==> config.mk <==
export PLATFORM = sky130hd
export DESIGN_NAME = fme_sequenciador_fases
export DESIGN_NICKNAME = d
export VERILOG_FILES = /design/src/rtl/fme_sequenciador_fases.sv
export SDC_FILE = /design/constraint.sdc
export NUM_CORES = 1
export LEC_CHECK = 0
export CAP_MARGIN = 20
export CORE_MARGIN = 2
export CORE_UTILIZATION = 40
export CTS_BUF_LIST = sky130_fd_sc_hd__clkbuf_8
export CTS_CLUSTER_DIAMETER = 80
export DETAILED_ROUTE_END_ITERATION = 8
export GPL_ROUTABILITY_DRIVEN = 0
export GPL_TIMING_DRIVEN = 0
export HOLD_SLACK_MARGIN = 0.06
export PLACE_DENSITY = 0.71
export SLEW_MARGIN = 20
export SYNTH_ARGS = -nofsm -noshare
export SYNTH_HDL_FRONTEND = slang
export SYNTH_SLANG_ARGS = --single-unit
==> constraint.sdc <==
create_clock -name clock -period 6.9 [get_ports clock]
set_input_delay 1.725 -clock clock [delete_from_list [all_inputs] [get_ports clock]]
set_output_delay 1.725 -clock clock [all_outputs]
set_load 0.05 [all_outputs]
==> src/rtl/fme_sequenciador_fases.sv <==
// Responder side of the FME interpolator control handshake: decodes the controller's phase,
// counts cycles per phase, returns the *_finalizada flags and flags sticky protocol errors.
//
// state (fase) | meaning
// INICIO   (0) | controller idle / reseto asserted
// ESCRITA  (1) | integer samples written into the buffer
// FASE1    (2) | first filtering pass
// FASE2    (3) | p1+p2+p3 group, counted as a single phase
// FASE3    (4) | third filtering pass
// POS      (5) | post-interpolation group
// INVALIDA (7) | control outputs match no legal phase
module fme_sequenciador_fases #(
   parameter int CONT_WIDTH = 4,
   parameter int N_ESCRITA  = 8,
   parameter int N_FASE1    = 8,
   parameter int N_FASE2    = 9,
   parameter int N_FASE3    = 9,
   parameter int N_POS      = 9
) (
   input  logic                  clock,
   input  logic                  reset,
   input  logic                  reseto,
   input  logic                  enable_buffer_int,
   input  logic                  modo_leitura,
   input  logic                  c0,
   input  logic                  c1,
   input  logic                  enable_filtros,
   input  logic                  done,
   output logic                  escrita_finalizada,
   output logic                  fase1_finalizada,
   output logic                  fase2p3_finalizada,
   output logic                  fase3_finalizada,
   output logic                  pos_interpolacao_finalizada,
   output logic [2:0]            fase,
   output logic [CONT_WIDTH-1:0] linha,
   output logic                  erro_protocolo
);

   typedef enum logic [2:0] {
      INICIO   = 3'd0,
      ESCRITA  = 3'd1,
      FASE1    = 3'd2,
      FASE2    = 3'd3,
      FASE3    = 3'd4,
      POS      = 3'd5,
      INVALIDA = 3'd7
   } fase_t;

   localparam int CW = CONT_WIDTH;
   localparam logic [CW:0]   N_ESC_W = (CW+1)'(N_ESCRITA);
   localparam logic [CW:0]   N_F1_W  = (CW+1)'(N_FASE1);
   localparam logic [CW:0]   N_F2_W  = (CW+1)'(N_FASE2);
   localparam logic [CW:0]   N_F3_W  = (CW+1)'(N_FASE3);
   localparam logic [CW:0]   N_POS_W = (CW+1)'(N_POS);
   localparam logic [CW:0]   UM_EXT  = (CW+1)'(1);
   localparam logic [CW-1:0] UM      = CW'(1);

   fase_t          fase_dec;
   fase_t          fase_ant;
   fase_t          fase_prox;
   logic [CW-1:0]  cont;
   logic [CW-1:0]  idx;
   logic [CW:0]    idx_ext;
   logic [CW:0]    n_fase;
   logic           ativa;
   logic           no_fim;
   logic           overrun;
   logic           mov_legal;

   // Priority decode of the controller outputs; reseto dominates, then done.
   always_comb begin
      fase_dec = INVALIDA;
      if (reseto) begin
         fase_dec = INICIO;
      end else if (done) begin
         fase_dec = enable_filtros ? INVALIDA : POS;
      end else if (!enable_filtros) begin
         fase_dec = (enable_buffer_int && !modo_leitura) ? ESCRITA : INVALIDA;
      end else begin
         case ({c1, c0})
            2'b00:   fase_dec = FASE1;
            2'b10:   fase_dec = FASE2;
            2'b11:   fase_dec = FASE3;
            default: fase_dec = INVALIDA;
         endcase
      end
   end

   assign fase = fase_dec;

   always_comb begin
      n_fase = '0;
      case (fase_dec)
         ESCRITA: n_fase = N_ESC_W;
         FASE1:   n_fase = N_F1_W;
         FASE2:   n_fase = N_F2_W;
         FASE3:   n_fase = N_F3_W;
         POS:     n_fase = N_POS_W;
         default: n_fase = '0;
      endcase
   end

   always_comb begin
      fase_prox = INVALIDA;
      case (fase_ant)
         INICIO:  fase_prox = ESCRITA;
         ESCRITA: fase_prox = FASE1;
         FASE1:   fase_prox = FASE2;
         FASE2:   fase_prox = FASE3;
         FASE3:   fase_prox = POS;
         POS:     fase_prox = INICIO;
         default: fase_prox = INVALIDA;
      endcase
   end

   assign ativa     = (fase_dec != INICIO) && (fase_dec != INVALIDA);
   assign idx       = (fase_dec != fase_ant) ? '0 : cont;
   assign idx_ext   = {1'b0, idx};
   assign linha     = ativa ? idx : '0;
   assign no_fim    = ativa && (idx_ext == (n_fase - UM_EXT));
   assign overrun   = ativa && (idx_ext >= n_fase);
   assign mov_legal = (fase_dec == fase_ant) || (fase_dec == fase_prox);

   // Flags are zero-latency so the controller can leave the phase on the same edge.
   assign escrita_finalizada          = !reset && no_fim && (fase_dec == ESCRITA);
   assign fase1_finalizada            = !reset && no_fim && (fase_dec == FASE1);
   assign fase2p3_finalizada          = !reset && no_fim && (fase_dec == FASE2);
   assign fase3_finalizada            = !reset && no_fim && (fase_dec == FASE3);
   assign pos_interpolacao_finalizada = !reset && no_fim && (fase_dec == POS);

   always_ff @(posedge clock or posedge reset) begin
      if (reset) begin
         fase_ant       <= INICIO;
         cont           <= '0;
         erro_protocolo <= 1'b0;
      end else begin
         fase_ant <= fase_dec;
         cont     <= (&idx) ? idx : idx + UM;
         if (!mov_legal || (fase_dec == INVALIDA) || overrun)
            erro_protocolo <= 1'b1;
      end
   end

endmodule
==> impl_metrics.yaml <==
power:
  p_seq_share_pct: 31.4
  power.density_nw_per_um2: 136
  p_clk_share_pct: 31.7
  p_int_w: 0.000116
  switching_power_w: 0.0000581
  p_comb_share_pct: 36.9
  p_sw_share_pct: 33.4
  ir_drop_mv: 0.173
  power_leakage_nw: 0.538
layout:
  mostFrequentLayoutCells: "clkdlybuf4s50_1 (13), nor2_1 (8), dfrtp_1 (8)"
  stdcell_count: 174
  final_nets: 161
  fill_cells: 207
  final_common_cell: "clkdlybuf4s50_1"
  area_growth_pct: 33.9
  antennaDiodeCount: 0
  multi_input_area_um2: 749
  drive_gt1_share_pct: 20.5
  seqCellArea_um2: 200
worst_setup_path:
  path_buf_inv: 4
  start_kind: "input port"
  endpoint_kind: "output pin"
  ff2ff_setup_slack_ns: 4.16
  worstPathRequired_ns: 5.18
  cpMostUsedCell: "inv_1"
  slowest_stage: "clkdlybuf4s50_1"
  worst_ep_arrival_time_ns: 5.05
  path_max_fanout: 4
  rr_startpoint: "fase_ant[2]"
  crit_family: "simple AND/OR/NAND/NOR gates"
  critical_path.startpoint: "enable_buffer_int"
  max_stage_delay_ns: 0.46
  critPathKind: "input port to output pin"
  crit_chain: "clkdlybuf4s50_1 -> or3b_4 -> a21oi_4 -> mux2_2 -> a211oi_4 -> and2_4 -> inv_1 -> ha_1 -> inv_1 -> nand3_1 -> or3_4 -> nor4bb_4 -> buf_4"
logic_synthesis:
  synthArstFlopShare_pct: 100
  synth_top_family_by_area: "simple AND/OR/NAND/NOR gates"
  yosysSeqAreaShare_pct: 21.0
  syn_area_per_cell_um2: 7.89
  synthCells: 121
  netlist_area_um2: 955
  synth-edff-count: 0
  post_synth_num_cell_types: 48
  synth-simple-area-share_pct: 41.3
  synth-seq-cells: 8
  yosysWarnings: 0
  synth_fp_nets: 134
  synth_adder_area_share_pct: 5.24
  synthMuxAreaShare_pct: 2.36
  synth_top_flop_cell: "dfrtp_1"
  synth-compound-area-share_pct: 21.6
  synth-xor-area-share_pct: 2.75
sta:
  worstMarginPinSlew_ns: 0.502
  finalCriticalPeriod_ns: 6.78
  maxSlewHeadroom_pct: 66.4
  skew_ns: 0.000881
  setup_viol: 0
  rsz0062_at_grt: "no"
  final_hold_viol_count: 0
  min_period_over_period_pct: 98.2
  maxSlewViolCount: 0
  fin_hold_ws_ns: 0.516
  fmax_mhz: 148
  timing.final.ws_setup_ns: 0.122
placed_design:
  place_inst: 168
  place_hpwl_um: 1860
  dp_slack_ns: -0.842
  port_buffers: 19
job:
  cap_violations: 0
cts:
  cts.reportedPaths.clkPinSlew_ns: 0.04
  cts_buffers: 3
  cts-root-buf: "clkbuf_8"
  cts_tree: "built"
  clock_path_buffers: 2
  htreeDepth: 1
  cts.sinks: 8
  clk_latency_ns: 0.22
routing:
  drc: 0
  wl_um: 2480
  vias: 961
  routedWlPerCell_um: 14.3
  avgViaCountPerCell: 5.52
  drtPass1Iterations: 4
  drt_iter0_markers: 29
  ant_nets: 0
worst_hold_path:
  hold_start: "erro_protocolo"
  min_path_type: "flip-flop to flip-flop"
grt:
  grt_pass1_vias: 895
  grt_max_degree: 11
  antenna_found_initial: 0
  overflow: 0
  grt_pass1_wl_um: 4030
  grt.total_usage_pct: 19.8
floorplan:
  die_h_um: 52.9
  coreArea_um2: 2230
  die_w_um: 52.9
  die_area_um2: 2790
  rows: 17
  initial_core_util_pct: 42.7
  io_pins: 22
run_status:
  status: "completed"
-- power groups by stage --
stage | logic [W] | clock network (W) | registers, W
3_5_place_dp | 0.0000576 | 0 | 0.0000551
3_3_place_gp | 0.0000560 | 0 | 0.0000548
5_1_grt | 0.0000704 | 0.0000598 | 0.0000553
6_report | 0.0000641 | 0.0000551 | 0.0000546
2_1_floorplan | 0.0000425 | 0 | 0.0000537
4_1_cts | 0.0000609 | 0.0000575 | 0.0000545
-- state kept, by name (all words and copies together), names as in the netlist --
name / count
erro_protocolo: 1
fase_ant: 3
cont: 4
-- worst register-to-register path: stages, from the launching register on --
cell and delay [ns]:
dfrtp_1 0.31, clkbuf_1 0.33, nor2b_1 0.09, mux2_2 0.29, a211oi_4 0.29, buf_4 0.17
buf_4 0.13, buf_2 0.19, and2_1 0.15, ha_1 0.23, nand4_1 0.12, mux2_1 0.33
-- Yosys cell counts (4+ instances only) --
cell type	instances	area, µm²
a21oi_1	7	35.0
a31oi_1	5	31.3
and3_1	4	25.0
clkbuf_1	4	15.0
dfrtp_1	8	200
ha_1	4	50.1
inv_1	5	18.8
nand2_1	6	22.5
nand2b_1	6	37.5
nand3_1	5	25.0
nor2_1	8	30.0
nor2b_1	4	25.0
nor3_1	4	20.0
o21ai_0	5	25.0
-- timing repair --
| item | CTS | global route |
|---|---|---|
| buffers inserted | 1 | 2 |
| pin swaps | 1 | 2 |
| gates resized for setup | 26 | 9 |
| hold buffers | 0 | 0 |
| setup endpoints to repair | 5 | 5 |
| cloned | 0 | 0 |
-- metrics by stage --
stage               utilization [%]  total power [W]  area [µm²]  TNS [ns]
global placement               53.1         0.000111        1190     -2.89
finish                         57.3         0.000174        1280         0
CTS                            56.1         0.000173        1250         0
global route                   57.3         0.000185        1280         0
detailed placement             53.1         0.000113        1190     -3.31
floorplan                         -        0.0000962         961         0
-- final cells by class --
cell class	instances	share of cell area, %
multi-input combinational	100	58.6
sequential	8	15.7
timing repair buffer	22	15.5
clock buffer	3	3.23
buffer	8	2.84
tap	28	2.74
inverter	5	1.47
-- path summary, 6_finish.rpt --
path | to | cells after the start
worst max-delay path | escrita_finalizada | 13
worst max register to register | cont[1] | 11
max in group asynchronous | erro_protocolo | 2
min in group asynchronous | cont[2] | 2
worst min-delay path | erro_protocolo | 2
worst min register to register | erro_protocolo | 2
-- per-layer routing --
layer | vias to the layer above | track usage, % | routed length (µm)
met4 | 0 | 3.85 | 0
li1 | 493 | - | -
met5 | - | 0 | 0
met3 | 0 | 4.24 | 100
met1 | 444 | 25.0 | 1150
met2 | 24 | 34.6 | 1240
-- kinds of logic after synthesis --
group / Yosys count
XOR/XNOR: 3
flip-flops: 8
AO/OA/AOI/OAI: 30
multiplexers: 2
adder cells (fa/ha/maj): 4
AND/OR/NAND/NOR: 61
buffers and inverters: 13
No activity file was read; power rests on OpenSTA's default activity.
